File: config.mk
export PLATFORM = sky130hd
export DESIGN_NAME = nerv_dmem_wb_bridge_flat
export DESIGN_NICKNAME = d
export VERILOG_FILES = /design/src/rtl/nerv_dmem_wb_bridge_pkg.sv /design/src/rtl/nerv_dmem_wb_bridge_if.sv /design/src/rtl/nerv_dmem_wb_bridge.sv /design/src/flat_wrapper.sv
export SDC_FILE = /design/constraint.sdc
export NUM_CORES = 1
export LEC_CHECK = 0
export ABC_AREA = 1
export ABC_CLOCK_PERIOD_IN_PS = 2000
export CAP_MARGIN = 25
export CORE_ASPECT_RATIO = 1.25
export CORE_MARGIN = 2
export CORE_UTILIZATION = 40
export DETAILED_ROUTE_END_ITERATION = 6
export PLACE_DENSITY = 0.91
export SYNTH_ARGS = -nofsm -noshare
export SYNTH_HDL_FRONTEND = slang
export SYNTH_SLANG_ARGS = --single-unit
File: constraint.sdc
create_clock -name clk_core -period 2 [get_ports clk_core]
set_clock_uncertainty 0.05 [all_clocks]
set_input_delay 0.3 -clock clk_core [delete_from_list [all_inputs] [get_ports clk_core]]
set_output_delay 0.3 -clock clk_core [all_outputs]
set_load 0.05 [all_outputs]
File: src/rtl/nerv_dmem_wb_bridge_pkg.sv
// Shared types and constants for the NERV data-port to second-memory-bus bridge.
package nerv_bridge_pkg;

  localparam int unsigned XLEN   = 32;
  localparam int unsigned STRB_W = 4;

  localparam logic [XLEN-1:0] WORD_ALIGN_MASK = 32'hFFFF_FFFC;

  typedef enum logic [1:0] {
    IDLE = 2'd0,
    REQ  = 2'd1,
    DONE = 2'd2
  } bridge_state_t;

  function automatic logic [XLEN-1:0] word_align(input logic [XLEN-1:0] addr);
    return addr & WORD_ALIGN_MASK;
  endfunction

endpackage

File: src/rtl/nerv_dmem_wb_bridge_if.sv
// Second-memory bus between the bridge (master) and the controller (slave).
interface nerv_dmem_wb_bridge_if;
  import nerv_bridge_pkg::*;

  logic              data_mem_cyc;
  logic              data_mem_stb;
  logic              data_mem_we;
  logic [STRB_W-1:0] data_mem_wstrb;
  logic [XLEN-1:0]   data_mem_addr;
  logic [XLEN-1:0]   data_mem_data_out;
  logic [XLEN-1:0]   data_mem_data_in;
  logic              data_mem_ack;

  modport master (
    output data_mem_cyc, data_mem_stb, data_mem_we, data_mem_wstrb,
           data_mem_addr, data_mem_data_out,
    input  data_mem_data_in, data_mem_ack
  );

  modport slave (
    input  data_mem_cyc, data_mem_stb, data_mem_we, data_mem_wstrb,
           data_mem_addr, data_mem_data_out,
    output data_mem_data_in, data_mem_ack
  );

endinterface

File: src/rtl/nerv_dmem_wb_bridge.sv
// Stalls the NERV core on each data request, runs one bus transfer per request,
// and holds read data (or ERR_DATA on timeout) for the core's writeback cycle.
module nerv_dmem_wb_bridge
  import nerv_bridge_pkg::*;
#(
  parameter int unsigned     TIMEOUT_CYCLES = 256,
  parameter logic [XLEN-1:0] ERR_DATA       = 32'hDEAD_BEEF
) (
  input  logic              clk_core,
  input  logic              rst_core,
  input  logic              dmem_valid,
  input  logic [XLEN-1:0]   dmem_addr,
  input  logic [STRB_W-1:0] dmem_wstrb,
  input  logic [XLEN-1:0]   dmem_wdata,
  output logic [XLEN-1:0]   dmem_rdata,
  output logic              stall,
  output logic              bus_err,
  nerv_dmem_wb_bridge_if.master bus
);

  localparam int unsigned TIMER_W    = (TIMEOUT_CYCLES == 0) ? 1 : $clog2(TIMEOUT_CYCLES + 1);
  localparam int unsigned TIMER_LAST = (TIMEOUT_CYCLES == 0) ? 0 : TIMEOUT_CYCLES - 1;
  localparam bit          TIMEOUT_EN = (TIMEOUT_CYCLES != 0);

  bridge_state_t      state;
  logic [TIMER_W-1:0] timer;
  logic               timeout_c;

  assign timeout_c = TIMEOUT_EN && (timer == TIMER_W'(TIMER_LAST));

  // Stall must cover the request cycle itself, before the bus is even strobed.
  assign stall = !rst_core && (((state == IDLE) && dmem_valid) || (state == REQ));

  always_ff @(posedge clk_core) begin
    if (rst_core) begin
      state                 <= IDLE;
      timer                 <= '0;
      bus.data_mem_cyc      <= 1'b0;
      bus.data_mem_stb      <= 1'b0;
      bus.data_mem_we       <= 1'b0;
      bus.data_mem_wstrb    <= '0;
      bus.data_mem_addr     <= '0;
      bus.data_mem_data_out <= '0;
      dmem_rdata            <= '0;
      bus_err               <= 1'b0;
    end else begin
      bus_err <= 1'b0;
      unique case (state)
        IDLE: begin
          if (dmem_valid) begin
            bus.data_mem_addr     <= word_align(dmem_addr);
            bus.data_mem_wstrb    <= dmem_wstrb;
            bus.data_mem_data_out <= dmem_wdata;
            bus.data_mem_we       <= |dmem_wstrb;
            bus.data_mem_cyc      <= 1'b1;
            bus.data_mem_stb      <= 1'b1;
            timer                 <= '0;
            state                 <= REQ;
          end
        end
        REQ: begin
          // Ack takes priority over a timeout landing on the same cycle.
          if (bus.data_mem_ack) begin
            if (!bus.data_mem_we) dmem_rdata <= bus.data_mem_data_in;
            bus.data_mem_cyc <= 1'b0;
            bus.data_mem_stb <= 1'b0;
            bus.data_mem_we  <= 1'b0;
            state            <= DONE;
          end else if (timeout_c) begin
            if (!bus.data_mem_we) dmem_rdata <= ERR_DATA;
            bus.data_mem_cyc <= 1'b0;
            bus.data_mem_stb <= 1'b0;
            bus.data_mem_we  <= 1'b0;
            bus_err          <= 1'b1;
            state            <= DONE;
          end else begin
            timer <= timer + TIMER_W'(1);
          end
        end
        DONE: begin
          // Core retires the still-presented request here; never re-issue it.
          state <= IDLE;
        end
        default: begin
          state <= IDLE;
        end
      endcase
    end
  end

endmodule

File: src/flat_wrapper.sv
// flat-port wrapper written by rule: the top's interface ports become plain ports
module nerv_dmem_wb_bridge_flat import nerv_bridge_pkg::*;
#(
  parameter int unsigned     TIMEOUT_CYCLES = 256,
  parameter logic [XLEN-1:0] ERR_DATA       = 32'hDEAD_BEEF
)
  (clk_core, rst_core, dmem_valid, dmem_addr, dmem_wstrb, dmem_wdata, dmem_rdata, stall, bus_err, bus_data_mem_cyc, bus_data_mem_stb, bus_data_mem_we, bus_data_mem_wstrb, bus_data_mem_addr, bus_data_mem_data_out, bus_data_mem_data_in, bus_data_mem_ack);
  nerv_dmem_wb_bridge_if bus_i ();
  input  logic clk_core;
  input  logic rst_core;
  input  logic dmem_valid;
  input  logic [XLEN-1:0] dmem_addr;
  input  logic [STRB_W-1:0] dmem_wstrb;
  input  logic [XLEN-1:0] dmem_wdata;
  output logic [XLEN-1:0] dmem_rdata;
  output logic stall;
  output logic bus_err;
  output wire logic [$bits(bus_i.data_mem_cyc)-1:0] bus_data_mem_cyc;
  output wire logic [$bits(bus_i.data_mem_stb)-1:0] bus_data_mem_stb;
  output wire logic [$bits(bus_i.data_mem_we)-1:0] bus_data_mem_we;
  output wire logic [$bits(bus_i.data_mem_wstrb)-1:0] bus_data_mem_wstrb;
  output wire logic [$bits(bus_i.data_mem_addr)-1:0] bus_data_mem_addr;
  output wire logic [$bits(bus_i.data_mem_data_out)-1:0] bus_data_mem_data_out;
  input wire logic [$bits(bus_i.data_mem_data_in)-1:0] bus_data_mem_data_in;
  input wire logic [$bits(bus_i.data_mem_ack)-1:0] bus_data_mem_ack;
  assign bus_data_mem_cyc = bus_i.data_mem_cyc;
  assign bus_data_mem_stb = bus_i.data_mem_stb;
  assign bus_data_mem_we = bus_i.data_mem_we;
  assign bus_data_mem_wstrb = bus_i.data_mem_wstrb;
  assign bus_data_mem_addr = bus_i.data_mem_addr;
  assign bus_data_mem_data_out = bus_i.data_mem_data_out;
  assign bus_i.data_mem_data_in = bus_data_mem_data_in;
  assign bus_i.data_mem_ack = bus_data_mem_ack;
  nerv_dmem_wb_bridge #(.TIMEOUT_CYCLES(TIMEOUT_CYCLES), .ERR_DATA(ERR_DATA)) u_core (.clk_core(clk_core), .rst_core(rst_core), .dmem_valid(dmem_valid), .dmem_addr(dmem_addr), .dmem_wstrb(dmem_wstrb), .dmem_wdata(dmem_wdata), .dmem_rdata(dmem_rdata), .stall(stall), .bus_err(bus_err), .bus(bus_i));
endmodule
# --- Word level (Yosys, flattened, before mapping) ---
# Index checks and enable logic that the tools add are counted.
word_totals:
  regBits: 112
  elab_cells: 51
  input_bits: 104
  out_inout_bits: 105
op_classes:
  n_reduce_logical: 14
  bitwise: 2
  mux: 19
  n_addsub: 1
  n_eq_ne: 6
op_table:
  columns: ["operator", "n"]
  rows:
  - ["two-way mux 32 bit", 4]
  - ["two-way mux 9 bit", 3]
  - ["case mux 9 bit (2 select lines)", 1]
  - ["adder 9 x 1 -> 9 bit (second input constant)", 1]
  - ["equality test 9 x 8 -> 1 bit (second input constant)", 1]
  - ["two-way mux 2 bit", 3]
  - ["!= test 2 bit (second input constant)", 3]
  - ["AND reduction 3 bit", 2]
  - ["two-way mux 1 bit", 5]
  - ["case mux 1 bit (2 select lines)", 2]
  - ["case mux 2 bit (2 select lines)", 1]
  - ["AND reduction 2 bit", 2]
  - ["AND reduction 4 bit", 1]
  - ["nonzero test 2 bit", 2]
  - ["OR reduction 4 bit", 1]
  - ["!= test 3 x 2 -> 1 bit (second input constant)", 1]
  - ["OR reduction 3 bit", 1]
  - ["equality test 2 x 1 -> 1 bit (second input constant)", 1]
  - ["logical AND 1 bit", 2]
  - ["zero test 2 bit", 1]
  - ["NOT 1 bit", 2]
  - ["zero test 1 bit", 1]
  - ["logical OR 1 bit", 1]

# --- Logic depth before layout (Yosys ltp) ---
depth:
  ltp_word: 4
  ltp_mapped: 12
  mapped_depth_nobuf: 11

# --- Worst setup path after synthesis ---
# Ideal clock, no wire load.
synth_path:
  path_kind: "register -> register"
  startpoint: "reg u_core.timer[0]"
  endpoint: "reg u_core.dmem_rdata[13]"
  t_required_ns: 1.818
  period_less_slack_ns: 1.858
  setup_ns: 0.132
  n_path_buf: 1
  path_stages_with_launch: 12
  setup_slack_ns: 0.142
  t_arrival_ns: 1.676
  path_cell_list: "dfxtp_1 > ha_1 > nand2_1 > nor2_1 > and3_1 > ha_1 > inv_1 > nand2_4 > nand2_4 > buf_2 > o21ai_0 > a21oi_1"
synth_between:
  elab_chain_len: 3
synth_lines:
  columns: ["element", "line_no", "source"]
  rows:
  - ["from (decl)", "nerv_dmem_wb_bridge.sv:26", "logic [TIMER_W-1:0] timer;"]
  - ["from (signal assigned)", "nerv_dmem_wb_bridge.sv:77", "timer <= timer + TIMER_W'(1);"]
  - ["equality test 9 x 8 -> 1 bit", "nerv_dmem_wb_bridge.sv:29", "assign timeout_c = TIMEOUT_EN && (timer == TIMER_W'(TIMER_LAST));"]
  - ["named net u_core.timeout_c", "nerv_dmem_wb_bridge.sv:27", "logic timeout_c;"]
  - ["nonzero test 2 bit (no line)", null, null]
  - ["AND reduction 3 bit (no line)", null, null]
  - ["to (signal assigned)", "nerv_dmem_wb_bridge.sv:64", "if (!bus.data_mem_we) dmem_rdata <= bus.data_mem_data_in;"]
  - ["to (decl)", "nerv_dmem_wb_bridge.sv:15", "output logic [XLEN-1:0] dmem_rdata,"]
# The timed path passes the listed nets, and every way through them passes these cells.
# A chain may end at the register's enable or synchronous reset.

# --- Worst setup path after layout ---
layout_path:
  startpoint: "reg u_core.timer[1]"
  endpoint: "reg u_core.dmem_rdata[3]"
# Same word-level chain as after synthesis.

==> results.toml <==
[timing]
slew_viol_final = 0
maxSlewHeadroom = 0.5744
hold_violations = 0
max_freq_mhz = 498.5
whs_ns = 0.2040
rsz0062_at_grt = "yes"
finalSetupViolCount = 1
period_share = 1.003
worst_slack_ns = -0.005967
min_period_ns = 2.006
tightest_slew_ns = 0.6375

[synthesis]
synth.largest_area_cell = "dfxtp_1"
yosysWarnings = 0
ys_seq_elements = 112
avgSynthCellArea_um2 = 7.995
synthesis.area_mm2 = 0.004245
synth_top_area_share = 0.5281
synth_area_leaders = "dfxtp_1 53%, nor2_1 12%, o21ai_0 10%"
ys_seq_area_frac = 0.5281
synth_ff_type = "dfxtp_1"
postSynth.asyncResetShare = 0
synthDistinctLibCells = 28
synth_edf_count = 0
synthCells = 531

[finish]
syn_to_final_growth_pct = 59.98
fin_util = 0.6494
layout.cells.most_common = "clkdlybuf4s50_1"
diodes = 0
drive_gt1_frac = 0.09290
mostFrequentLayoutCells = "200 x clkdlybuf4s50_1, 140 x nor2_1, 110 x dfxtp_1"
nNetsFinal = 834
fillCellCount = 848

[floorplanning]
io_pins = 209
die_w_um = 96.15
chipHeight_um = 119.2
core.rowCount = 42
core_mm2 = 0.01046
die_area_mm2 = 0.01146
initial_core_util = 0.4060

[global_route]
grt.total_usage = 0.2204
grt_max_degree = 66
grt-ovfl-total = 0
antenna_found_initial = 0
grt_first_pass_wirelength_mm = 19.82
grt_pass1_vias = 4117

[detailed_routing]
wire_per_inst_um = 15.12
postRouteAntennaNets = 0
vias = 4406
drcViolationCount = 0
drtIter0Drc = 175
via_per_inst = 5.100
first_pass_iters = 5
routed_wl_mm = 13.06

[worst_setup_path]
r2r_cells = 11
cp.arrival_ns = 2.22
critPathLaunch = "u_core.timer[1]"
cp_slowest_cell = "dfxtp_4"
path_depth = 11
reg2reg_to = "u_core.dmem_rdata[3]"
start_kind = "flop"
path_buf_inv = 1
cpPeakStageDelay_ns = 0.37
crit_top_cell = "nand2_4"
endpoint = "u_core.dmem_rdata[3]"
cp_top_family = "simple AND/OR/NAND/NOR gates"
critical_path_class = "flop to flop"
cp_max_fo = 8
reg2reg_slack_ns = -0.006
path_cells = "ha_4 -> nand2_4 -> nor2_2 -> and3_1 -> ha_2 -> inv_2 -> nand2_4 -> nand2_8 -> nor2_4 -> o21ai_1 -> a21oi_1"
cp-end-kind = "flop"
r2r_start = "u_core.timer[1]"
crit_required_ns = 2.22

[placement]
dp_hpwl_mm = 9.159
place_congestion = 0.7946
portBuffers = 204

[clock_tree]
clockRootBuffer = "clkbuf_16"
cts_tree = "done"
clk_pin_slew_ns = 0.07
clock_sinks = 112
hold_buffers = 0
cts_buffer_depth = 2
clk-insertion-delay-late_ns = 0.34
cts_made_buffers = 9
htree_levels = 3

[outcome]
outcome = "finished, violations left"
failed_checks = "negative setup slack"

[power]
pwr_density_cell_mw_per_mm2 = 845.0
ir_drop_v = 0.0004443
p_leak_nw = 2.553

[job]
maxCapViolations = 0

[min_path]
min_path_type = "input port to flop"
## layout make-up
class                      instances  area, um^2  area share
tap                              132       165.2     0.02432
timing repair buffer             225        2261      0.3329
clock buffer                      12       246.5     0.03629
multi-input combinational        363        1760      0.2592
clock inverter                     3       42.54    0.006264
sequential                       112        2250      0.3312
inverter                          17       66.31    0.009764
## cells in the mapped netlist (8+ instances only)
cell	count
a21oi_1	45
buf_6	8
o21ai_1	35
o21ai_0	87
dfxtp_1	112
nand2_1	20
inv_1	11
nand3_1	15
clkbuf_1	14
nor2_1	141
buf_2	11
## stage by stage
| step | total power [mW] | instances | area, um^2 | worst slack (ns) | TNS [ns] |
|---|---|---|---|---|---|
| 3_5_place_dp | 3.994 | 839 | 6351 | -0.1701 | -2.121 |
| 2_1_floorplan | 3.399 | 532 | 4249 | 0.1416 | 0 |
| 5_1_grt | 5.983 | 864 | 6792 | -0.1018 | -1.089 |
| 3_3_place_gp | 3.954 | 839 | 6351 | -0.01300 | -0.04982 |
| 6_report | 5.739 | 864 | 6792 | -0.005967 | -0.005967 |
| 4_1_cts | 5.770 | 859 | 6698 | 0.01220 | 0 |
## what timing repair did
item | in CTS | in global routing
hold endpoints to repair | 0 | 0
pin swaps | 4 | 7
gates resized for setup | 7 | 18
cloned | 2 | 0
setup endpoints to repair | 32 | 34
setup buffers | 3 | 5
## layer usage
| metal | wire length (um) | GRT usage | vias up |
|---|---|---|---|
| li1 | - | - | 2146 |
| met1 | 4827 | 0.2358 | 2025 |
| met2 | 6810 | 0.3932 | 210 |
| met3 | 1139 | 0.06768 | 25 |
| met4 | 284 | 0.08661 | 0 |
| met5 | 0 | 0 | - |
## power breakdown
part,switching (mW),total [mW],leakage (nW),internal (mW)
logic,0.932,1.50,1.49,0.570
clock network,0.770,1.77,0.139,0.998
registers,0.0881,2.47,0.922,2.38
total,1.79,5.74,2.55,3.95
## worst register-to-register path: cells and delay by family (launching register included)
kind                     cells  cell delay, ns
flip-flops                   1            0.37
AO/OA/AOI/OAI                2            0.28
buffers and inverters        1            0.06
adder cells (fa/ha/maj)      2            0.34
AND/OR/NAND/NOR              6            0.84
## sequential cells by signal (all words and copies together), names as in the netlist
register	cells
u_core.bus.data_mem_addr	30
u_core.bus.data_mem_we	1
u_core.bus.data_mem_wstrb	4
u_core.timer	9
u_core.state	2
u_core.dmem_rdata	32
u_core.bus_err	1
u_core.bus.data_mem_cyc	1
u_core.bus.data_mem_data_out	32
## cells by family (layout without fill, tap and decap cells)
| logic type | Yosys count | after routing | share of synthesized area |
|---|---|---|---|
| DFF | 112 | 112 | 0.5281 |
| and+or+nand+nor | 189 | 191 | 0.1913 |
| AOI/OAI and AO/OA | 168 | 168 | 0.1986 |
| adders and majority gates | 2 | 2 | 0.005894 |
| buffers and inverters | 59 | 257 | 0.07516 |
| other | 1 | 2 | 0.0008833 |
## how the worst min path moves through the flow
stage,startpoint,slack (ns),endpoint,depth (start not counted)
floorplan,u_core.timer[8],0.39,u_core.timer[8],2
global placement,u_core.timer[8],0.40,u_core.timer[8],2
detailed placement,u_core.dmem_rdata[12],0.42,u_core.dmem_rdata[12],2
CTS,rst_core,0.20,u_core.bus.data_mem_we,2
global route,rst_core,0.20,u_core.bus.data_mem_we,2
finish,rst_core,0.20,u_core.bus.data_mem_we,2
Note: power is estimated with default switching activity, not from simulation.
